### src/rtl/uart_tx_scheduler.sv
// Turns game-event levels into single-byte UART TX FIFO writes: edge capture,
// sticky priority arbitration, write pacing and periodic READY resend.
module uart_tx_scheduler #(
  parameter logic [7:0] MSG_GAME_OVER = 8'h47,
  parameter logic [7:0] MSG_HIT       = 8'h48,
  parameter logic [7:0] MSG_READY     = 8'h52,
  parameter int         GAP_CYCLES    = 16,
  parameter int         RESEND_CYCLES = 6_500_000
) (
  input  logic       clk,
  input  logic       rst,
  input  logic       multiplayer,
  input  logic       game_over,
  input  logic       player_hit,
  input  logic       player_ready,
  input  logic       tx_full,
  output logic       wr_uart,
  output logic [7:0] w_data,
  output logic [2:0] pending,
  output logic       link_done
);

  localparam int GW = (GAP_CYCLES > 1) ? $clog2(GAP_CYCLES) : 1;
  localparam int RW = (RESEND_CYCLES > 1) ? $clog2(RESEND_CYCLES) : 1;
  localparam logic [GW-1:0] GAP_LAST    = GW'(GAP_CYCLES - 1);
  localparam logic [RW-1:0] RESEND_LAST = RW'(RESEND_CYCLES - 1);

  typedef enum logic [1:0] {
    IDLE,
    GAP,
    DONE
  } state_t;

  state_t        state;
  logic [2:0]    in_q;
  logic [2:0]    in_prev;
  logic [2:0]    rise;
  logic [2:0]    grant;
  logic [2:0]    set_req;
  logic [2:0]    pending_nxt;
  logic [7:0]    wr_byte;
  logic          write_en;
  logic          resend_run;
  logic          resend_fire;
  logic [GW-1:0] gap_cnt;
  logic [RW-1:0] resend_cnt;
  logic [RW-1:0] resend_nxt;

  // Bit order everywhere is {go, hit, rdy}.
  assign rise = in_q & ~in_prev;

  always_comb begin
    // NOTE: every signal gets a default first so no path leaves it unassigned (no latch).
    grant       = 3'b000;
    wr_byte     = MSG_READY;
    if (pending[2]) begin
      grant   = 3'b100;
      wr_byte = MSG_GAME_OVER;
    end else if (pending[1]) begin
      grant   = 3'b010;
      wr_byte = MSG_HIT;
    end else if (pending[0]) begin
      grant   = 3'b001;
    end

    write_en    = multiplayer && (state == IDLE) && (pending != 3'b000) && !tx_full;
    resend_run  = multiplayer && in_q[0] && (state != DONE);
    resend_nxt  = (resend_cnt == RESEND_LAST) ? '0 : resend_cnt + RW'(1);
    // A READY write in the same cycle restarts the period instead of re-arming it.
    resend_fire = resend_run && (resend_nxt == RESEND_LAST) && !(write_en && grant[0]);

    set_req     = (multiplayer && (state != DONE)) ? (rise | {2'b00, resend_fire}) : 3'b000;
    pending_nxt = (pending & ~(write_en ? grant : 3'b000)) | set_req;
    if (!multiplayer || (state == DONE)) pending_nxt = 3'b000;
  end

  // NOTE: sequential state uses non-blocking assignments so every register samples pre-edge values.
  always_ff @(posedge clk or negedge rst) begin
    if (!rst) begin
      in_q    <= 3'b000;
      in_prev <= 3'b000;
    end else begin
      in_q    <= {game_over, player_hit, player_ready};
      in_prev <= in_q;
    end
  end

  always_ff @(posedge clk or negedge rst) begin
    if (!rst) begin
      resend_cnt <= '0;
    end else if (!resend_run || (write_en && grant[0])) begin
      resend_cnt <= '0;
    end else begin
      resend_cnt <= resend_nxt;
    end
  end

  always_ff @(posedge clk or negedge rst) begin
    if (!rst) begin
      state     <= IDLE;
      gap_cnt   <= '0;
      wr_uart   <= 1'b0;
      w_data    <= 8'h00;
      pending   <= 3'b000;
      link_done <= 1'b0;
    end else if (!multiplayer) begin
      state     <= IDLE;
      gap_cnt   <= '0;
      wr_uart   <= 1'b0;
      pending   <= 3'b000;
      link_done <= 1'b0;
    end else begin
      pending <= pending_nxt;
      wr_uart <= 1'b0;
      case (state)
        IDLE: begin
          gap_cnt <= '0;
          if (write_en) begin
            wr_uart <= 1'b1;
            w_data  <= wr_byte;
            if (grant[2]) begin
              state     <= DONE;
              link_done <= 1'b1;
            end else begin
              state <= GAP;
            end
          end
        end
        GAP: begin
          if (gap_cnt == GAP_LAST) begin
            gap_cnt <= '0;
            state   <= IDLE;
          end else begin
            gap_cnt <= gap_cnt + GW'(1);
          end
        end
        DONE: begin
          if (!game_over) begin
            state     <= IDLE;
            link_done <= 1'b0;
          end
        end
        default: state <= IDLE;
      endcase
    end
  end

endmodule

### config.mk
export PLATFORM = sky130hd
export DESIGN_NAME = uart_tx_scheduler
export DESIGN_NICKNAME = d
export VERILOG_FILES = /design/src/rtl/uart_tx_scheduler.sv
export SDC_FILE = /design/constraint.sdc
export NUM_CORES = 1
export LEC_CHECK = 0
export BUFFER_PORTS_ARGS = -buffer_cell sky130_fd_sc_hd__buf_4
export CAP_MARGIN = 20
export CORE_MARGIN = 4
export CORE_UTILIZATION = 55
export CTS_BUF_LIST = sky130_fd_sc_hd__clkbuf_2
export DETAILED_ROUTE_END_ITERATION = 6
export GPL_ROUTABILITY_DRIVEN = 1
export PLACE_DENSITY = 0.79
export SYNTH_ARGS = -nofsm -noshare
export SYNTH_HDL_FRONTEND = slang
export SYNTH_SLANG_ARGS = --single-unit
### constraint.sdc
create_clock -name clk -period 4 [get_ports clk]
set_input_delay 0.8 -clock clk [delete_from_list [all_inputs] [get_ports clk]]
set_output_delay 0.8 -clock clk [all_outputs]
set_load 0.005 [all_outputs]
Yosys cells after proc, flatten, opt, wreduce, memory -nomap -nowiden
Cells that the tools add are included.
{ "word_totals": {"register_bits": 48, "inputBits": 7, "output_inout_bits": 13} }
{ "classes": {"n_addsub": 2, "n_eq_ne": 12, "muxes": 28, "bitwise_logic": 6, "reduce_logical": 20} }
{ "op_table": {"columns": ["cell", "n"], "rows": [
  ["23-bit equality test (second input constant)", 2],
  ["23-bit 2-to-1 mux", 2],
  ["23-bit by 1-bit adder with 23-bit output (second input constant)", 1],
  ["3-bit 2-to-1 mux", 5],
  ["2-bit 2-to-1 mux", 6],
  ["3-bit != test (second input constant)", 4],
  ["1-bit logical AND", 9],
  ["1-bit 2-to-1 mux", 8],
  ["4-bit 2-to-1 mux", 2],
  ["8-bit 2-to-1 mux", 1],
  ["4-bit one-hot mux with 2 select lines", 1],
  ["3-bit bitwise AND", 2],
  ["3-bit by 1-bit != test with 1-bit output (second input constant)", 2],
  ["3-bit inverter", 2],
  ["2-bit one-hot mux with 3 select lines", 1],
  ["3-bit AND reduction", 2],
  ["5-bit 2-to-1 mux", 1],
  ["4-bit by 1-bit adder with 4-bit output (second input constant)", 1],
  ["4-bit equality test (second input constant)", 1],
  ["1-bit logical NOT", 4],
  ["4-bit AND reduction", 1],
  ["3-bit by 1-bit bitwise OR with 3-bit output", 1],
  ["3-bit bitwise OR", 1],
  ["3-bit nonzero test", 1],
  ["6 further kinds", 7]
]} }

Longest topological paths before layout
{ "depth": {"depth_word": 12, "ltp_mapped": 8, "mapped_depth_nobuf": 7} }

Worst setup path before layout
OpenSTA, ideal clock, no wires.
{ "synth_path": {"kind": "input -> register", "from": "input port multiplayer", "to": "register pending[0]", "setup_time_ns": 0.065, "arrival_ns": 2.064, "slack_ns": 1.870, "stages": 6, "path_cell_list": "nor4b_4 a311o_1 a41o_1 buf_6 nor4_2 a31o_1"} }
{ "synth_between": {"elab_chain_cells": 11} }
{ "synth_rtl": {"columns": ["item", "line", "source"], "rows": [
  ["from (decl)", "12", "input logic multiplayer,"],
  ["1-bit logical AND (3 in a row)", "66", "write_en = multiplayer && (state == IDLE) && (pending != 3'b000) && !tx_full;"],
  ["1-bit logical AND", "70", "resend_fire = resend_run && (resend_nxt == RESEND_LAST) && !(write_en && grant[0]);"],
  ["1-bit logical NOT", "70", null],
  ["1-bit logical AND", "70", null],
  ["3-bit by 1-bit bitwise OR with 3-bit output", "72", "set_req = (multiplayer && (state != DONE)) ? (rise | {2'b00, resend_fire}) : 3'b000;"],
  ["3-bit 2-to-1 mux", "72", null],
  ["3-bit bitwise OR", "73", "pending_nxt = (pending & ~(write_en ? grant : 3'b000)) | set_req;"],
  ["3-bit 2-to-1 mux", "74", "if (!multiplayer || (state == DONE)) pending_nxt = 3'b000;"],
  ["3-bit 2-to-1 mux *", "106", "end else if (!multiplayer) begin"],
  ["to (signal assigned)", "113", "pending <= pending_nxt;"],
  ["to (decl)", "19", "output logic [2:0] pending,"]
]} }
Every way passes the cells marked *; elsewhere a longest branch is shown, timed or not.
A chain may end at the register's enable or synchronous reset.

Worst setup path in the final report
{ "layout_path": {"from": "register state[1]", "to": "register pending[0]"} }
{ "layout_between": {"elab_chain_cells": 12} }
{ "layout_rtl": {"columns": ["item", "line", "source"], "rows": [
  ["from (decl)", "34", "state_t state;"],
  ["from (signal assigned)", "100", "state <= IDLE;"],
  ["from (signal assigned)", "107", "state <= IDLE;"],
  ["from (signal assigned)", "122", "state <= DONE;"],
  ["2-bit logical NOT", "66", null],
  ["1-bit logical AND (3 in a row)", "66", null],
  ["1-bit logical AND", "70", null],
  ["1-bit logical NOT", "70", null],
  ["1-bit logical AND", "70", null],
  ["3-bit by 1-bit bitwise OR with 3-bit output", "72", null],
  ["3-bit 2-to-1 mux", "72", null],
  ["3-bit bitwise OR", "73", null],
  ["3-bit 2-to-1 mux *", "74", null],
  ["3-bit 2-to-1 mux *", "106", null]
]} }
Marks and branches as above.

==> impl_metrics.prom <==
# TYPE chip_impl_metric gauge
chip_impl_metric{name="layout-area-overhead-vs-synth",unit="%"} 7.16
chip_impl_info{name="critPathKind",value="flip-flop to flip-flop"} 1
chip_impl_metric{name="htreeDepth",unit=""} 2
chip_impl_metric{name="fmaxAchievable",unit="MHz"} 403
chip_impl_metric{name="clock_tree.buffer_depth",unit=""} 2
chip_impl_metric{name="finalCoreUtilization",unit="%"} 60.9
chip_impl_info{name="synth.area.top_cells",value="dfrtp_1 (50%), xor2_1 (5.8%), nor2_1 (5.3%), nand2_1 (3.5%), xnor2_1 (2.7%)"} 1
chip_impl_metric{name="instances_no_fill",unit=""} 291
chip_impl_metric{name="holdBufCountCts",unit=""} 0
chip_impl_metric{name="antenna_found_initial",unit=""} 0
chip_impl_info{name="cts-root-buf",value="clkbuf_2"} 1
chip_impl_metric{name="gpl.final_weighted_congestion",unit=""} 0.870
chip_impl_metric{name="timing_worst_slew_pin_value",unit="ns"} 0.654
chip_impl_metric{name="die_y",unit="um"} 72.3
chip_impl_metric{name="route.detailed.drc",unit=""} 0
chip_impl_metric{name="r2r.worst_path.cells",unit=""} 5
chip_impl_metric{name="finalWirelength",unit="mm"} 4.31
chip_impl_info{name="timing.rr.end",value="pending[0]"} 1
chip_impl_metric{name="fp.coreArea",unit="um2"} 4000
chip_impl_metric{name="worst_skew_pair.late_latency",unit="ns"} 0.44
chip_impl_metric{name="powerDensity",unit="nW/um2"} 319
chip_impl_metric{name="grt_max_degree",unit=""} 46
chip_impl_metric{name="clock-skew-final",unit="ns"} 0.0232
chip_impl_metric{name="nFillCells",unit=""} 335
chip_impl_metric{name="dieArea",unit="um2"} 5220
chip_impl_metric{name="vias",unit=""} 1666
chip_impl_metric{name="fin_crit",unit="ns"} 2.48
chip_impl_metric{name="post-place-cells",unit=""} 283
chip_impl_metric{name="cts_setup_buffers",unit=""} 0
chip_impl_metric{name="routed_len_inst",unit="um"} 14.8
chip_impl_metric{name="reg2reg_slack",unit="ns"} 1.52
chip_impl_metric{name="drive_above_1_share",unit="%"} 14.5
chip_impl_metric{name="grt_use_total",unit="%"} 18.6
chip_impl_info{name="commonest_cells_post_synth",value="dfrtp_1 (45), nor2_1 (32), nand2_1 (21)"} 1
chip_impl_metric{name="yosys_warnings",unit=""} 0
chip_impl_info{name="most_frequently_used_cell_type_in_the_post_synthesis_netlist",value="dfrtp_1"} 1
chip_impl_metric{name="clkTransAtPathRegs",unit="ns"} 0.25
chip_impl_metric{name="n_antenna_cell",unit=""} 0
chip_impl_metric{name="setup_viol",unit=""} 0
chip_impl_metric{name="initial_core_util",unit="%"} 56.8
chip_impl_metric{name="worstPathArrival",unit="ns"} 2.82
chip_impl_metric{name="number_of_global_route_vias_before_repair",unit=""} 1678
chip_impl_info{name="regToRegStartpoint",value="state[1]"} 1
chip_impl_metric{name="clock-sinks",unit=""} 45
chip_impl_metric{name="hpwlAfterDp",unit="mm"} 3.05
chip_impl_metric{name="nets",unit=""} 249
chip_impl_metric{name="critical_path.max_fanout",unit=""} 19
chip_impl_metric{name="synth_cell_type_count",unit=""} 44
chip_impl_metric{name="row_count",unit=""} 23
chip_impl_metric{name="grt_first_pass_wirelength",unit="mm"} 7.69
chip_impl_metric{name="drv_cap",unit=""} 0
chip_impl_metric{name="postLayoutSetupSlackWorst",unit="ns"} 1.52
chip_impl_metric{name="portbufs",unit=""} 17
chip_impl_metric{name="synth-edff-count",unit=""} 0
chip_impl_info{name="worst_setup_path_end_kind",value="flip-flop"} 1
chip_impl_metric{name="area_fraction_of_the_dominant_cell_type_after_synthesis",unit="%"} 49.6
chip_impl_metric{name="dpl_worst_slack",unit="ns"} 1.21
chip_impl_metric{name="vias_per_cell",unit=""} 5.73
chip_impl_info{name="min_path_type",value="input pin to async pin"} 1
chip_impl_metric{name="final-max-slew-violation-count",unit=""} 0
chip_impl_metric{name="async_flop_share",unit="%"} 100
chip_impl_info{name="synth_top_cell_by_area",value="dfrtp_1"} 1
chip_impl_metric{name="avgSynthCellArea",unit="um2"} 9.97
chip_impl_metric{name="synth_seq_area_share",unit="%"} 49.6
chip_impl_info{name="tritoncts",value="done"} 1
chip_impl_info{name="critical_path.startpoint_type",value="flip-flop"} 1
chip_impl_metric{name="chipWidth",unit="um"} 72.3
chip_impl_metric{name="design.portCount",unit=""} 20
chip_impl_metric{name="synth_register_bits",unit=""} 45
chip_impl_metric{name="post_synth_inst_count",unit=""} 228
chip_impl_metric{name="leakage",unit="nW"} 1.06
chip_impl_metric{name="max-slew-margin-rel",unit="%"} 56.4
chip_impl_metric{name="cts-buffers-inserted",unit=""} 5
chip_impl_metric{name="timing.hold.ws",unit="ns"} 0.300
chip_impl_metric{name="final_min_period_over_clock_period",unit="%"} 62.0
chip_impl_metric{name="postRouteAntennaNets",unit=""} 0
chip_impl_metric{name="critical_path_required",unit="ns"} 4.34
chip_impl_info{name="most_used_flip_flop_cell_after_synthesis",value="dfrtp_1"} 1
chip_impl_metric{name="post_synth_instance_area",unit="um2"} 2270
chip_impl_info{name="run_status",value="finished, final reports clean"} 1
chip_impl_metric{name="hold_violations",unit=""} 0
chip_impl_metric{name="drt_first_iter_violations",unit=""} 103
chip_impl_metric{name="fin_tns_setup",unit="ns"} 0
chip_impl_metric{name="vdd_drop_max",unit="mV"} 0.193
chip_impl_metric{name="postCtsResizedCells",unit=""} 0
chip_impl_info{name="rsz0062_at_grt",value="false"} 1
chip_impl_metric{name="overflow",unit=""} 0
chip_impl_metric{name="firstDrtPassIters",unit=""} 4
## worst max-delay path, stage by stage, from the launching register on
cell	delay, ns
dfrtp_1	0.56
nor4b_4	0.53
a311o_1	0.38
a41o_1	0.56
nor4_2	0.12
a31o_1	0.24
## cell usage in the layout, fill, tap and decap left out, types with 5 or more instances in the layout
cell      count
a21oi_1       6
buf_4        17
clkbuf_2      5
dfrtp_1      45
inv_1         6
nand2_1      21
nand2b_1      6
nand3_1      12
nand4_1       7
nor2_1       32
nor2b_1       5
o21ai_0       9
xnor2_1       7
xor2_1       15
## how the worst max path moves through the flow
stage                 from         end  cells after the start
2_1_floorplan  multiplayer  pending[0]                      6
3_3_place_gp   multiplayer  pending[0]                      6
3_5_place_dp   multiplayer  pending[0]                      6
4_1_cts           state[1]  pending[0]                      5
5_1_grt           state[1]  pending[0]                      5
6_report          state[1]  pending[0]                      5
## cells by family (layout without fill, tap and decap cells)
group	after synthesis	count (layout)	synth area share, %
muxes	1	1	0.496
DFF	45	45	49.6
buffers and inverters	19	31	4.46
and+or+nand+nor	108	108	26.8
adders and majority gates	2	2	1.10
AOI/OAI and AO/OA	30	30	8.92
other	1	2	0.165
xor gates and xnor gates	22	22	8.48
## layout make-up
type | instances | area (um2) | area share (%)
sequential | 45 | 1130 | 46.2
multi-input combinational | 165 | 1050 | 43.1
timing repair buffer | 17 | 128 | 5.24
tap | 50 | 62.6 | 2.57
clock buffer | 5 | 25.0 | 1.03
clock inverter | 3 | 22.5 | 0.925
inverter | 6 | 22.5 | 0.925
## report_power, final
group / internal (mW) / switching (mW)
clock network: 0.0446 / 0.157
logic: 0.0434 / 0.0393
registers: 0.475 / 0.0177
## routing by layer
| layer | part of all wire [%] | GRT usage, % | vias to the layer above |
|---|---|---|---|
| li1 | - | - | 807 |
| met1 | 46 | 25.5 | 816 |
| met2 | 47 | 29.9 | 37 |
| met3 | 6.1 | 3.74 | 6 |
| met4 | 1.1 | 5.43 | 0 |
| met5 | 0 | 0 | - |
## flip-flops by register name (all words and copies together) (netlist names)
name,cells
resend_cnt,23
state,2
in_q,3
link_done,1
pending,3
w_data,5
wr_uart,1
in_prev,3
gap_cnt,4
## per-stage QoR
stage	area, um2	power (mW)
6_report	2430	0.778
5_1_grt	2430	0.811
4_1_cts	2430	0.784
3_5_place_dp	2390	0.585
3_3_place_gp	2390	0.581
2_1_floorplan	2280	0.542
Power figures use the tool's default switching activity.
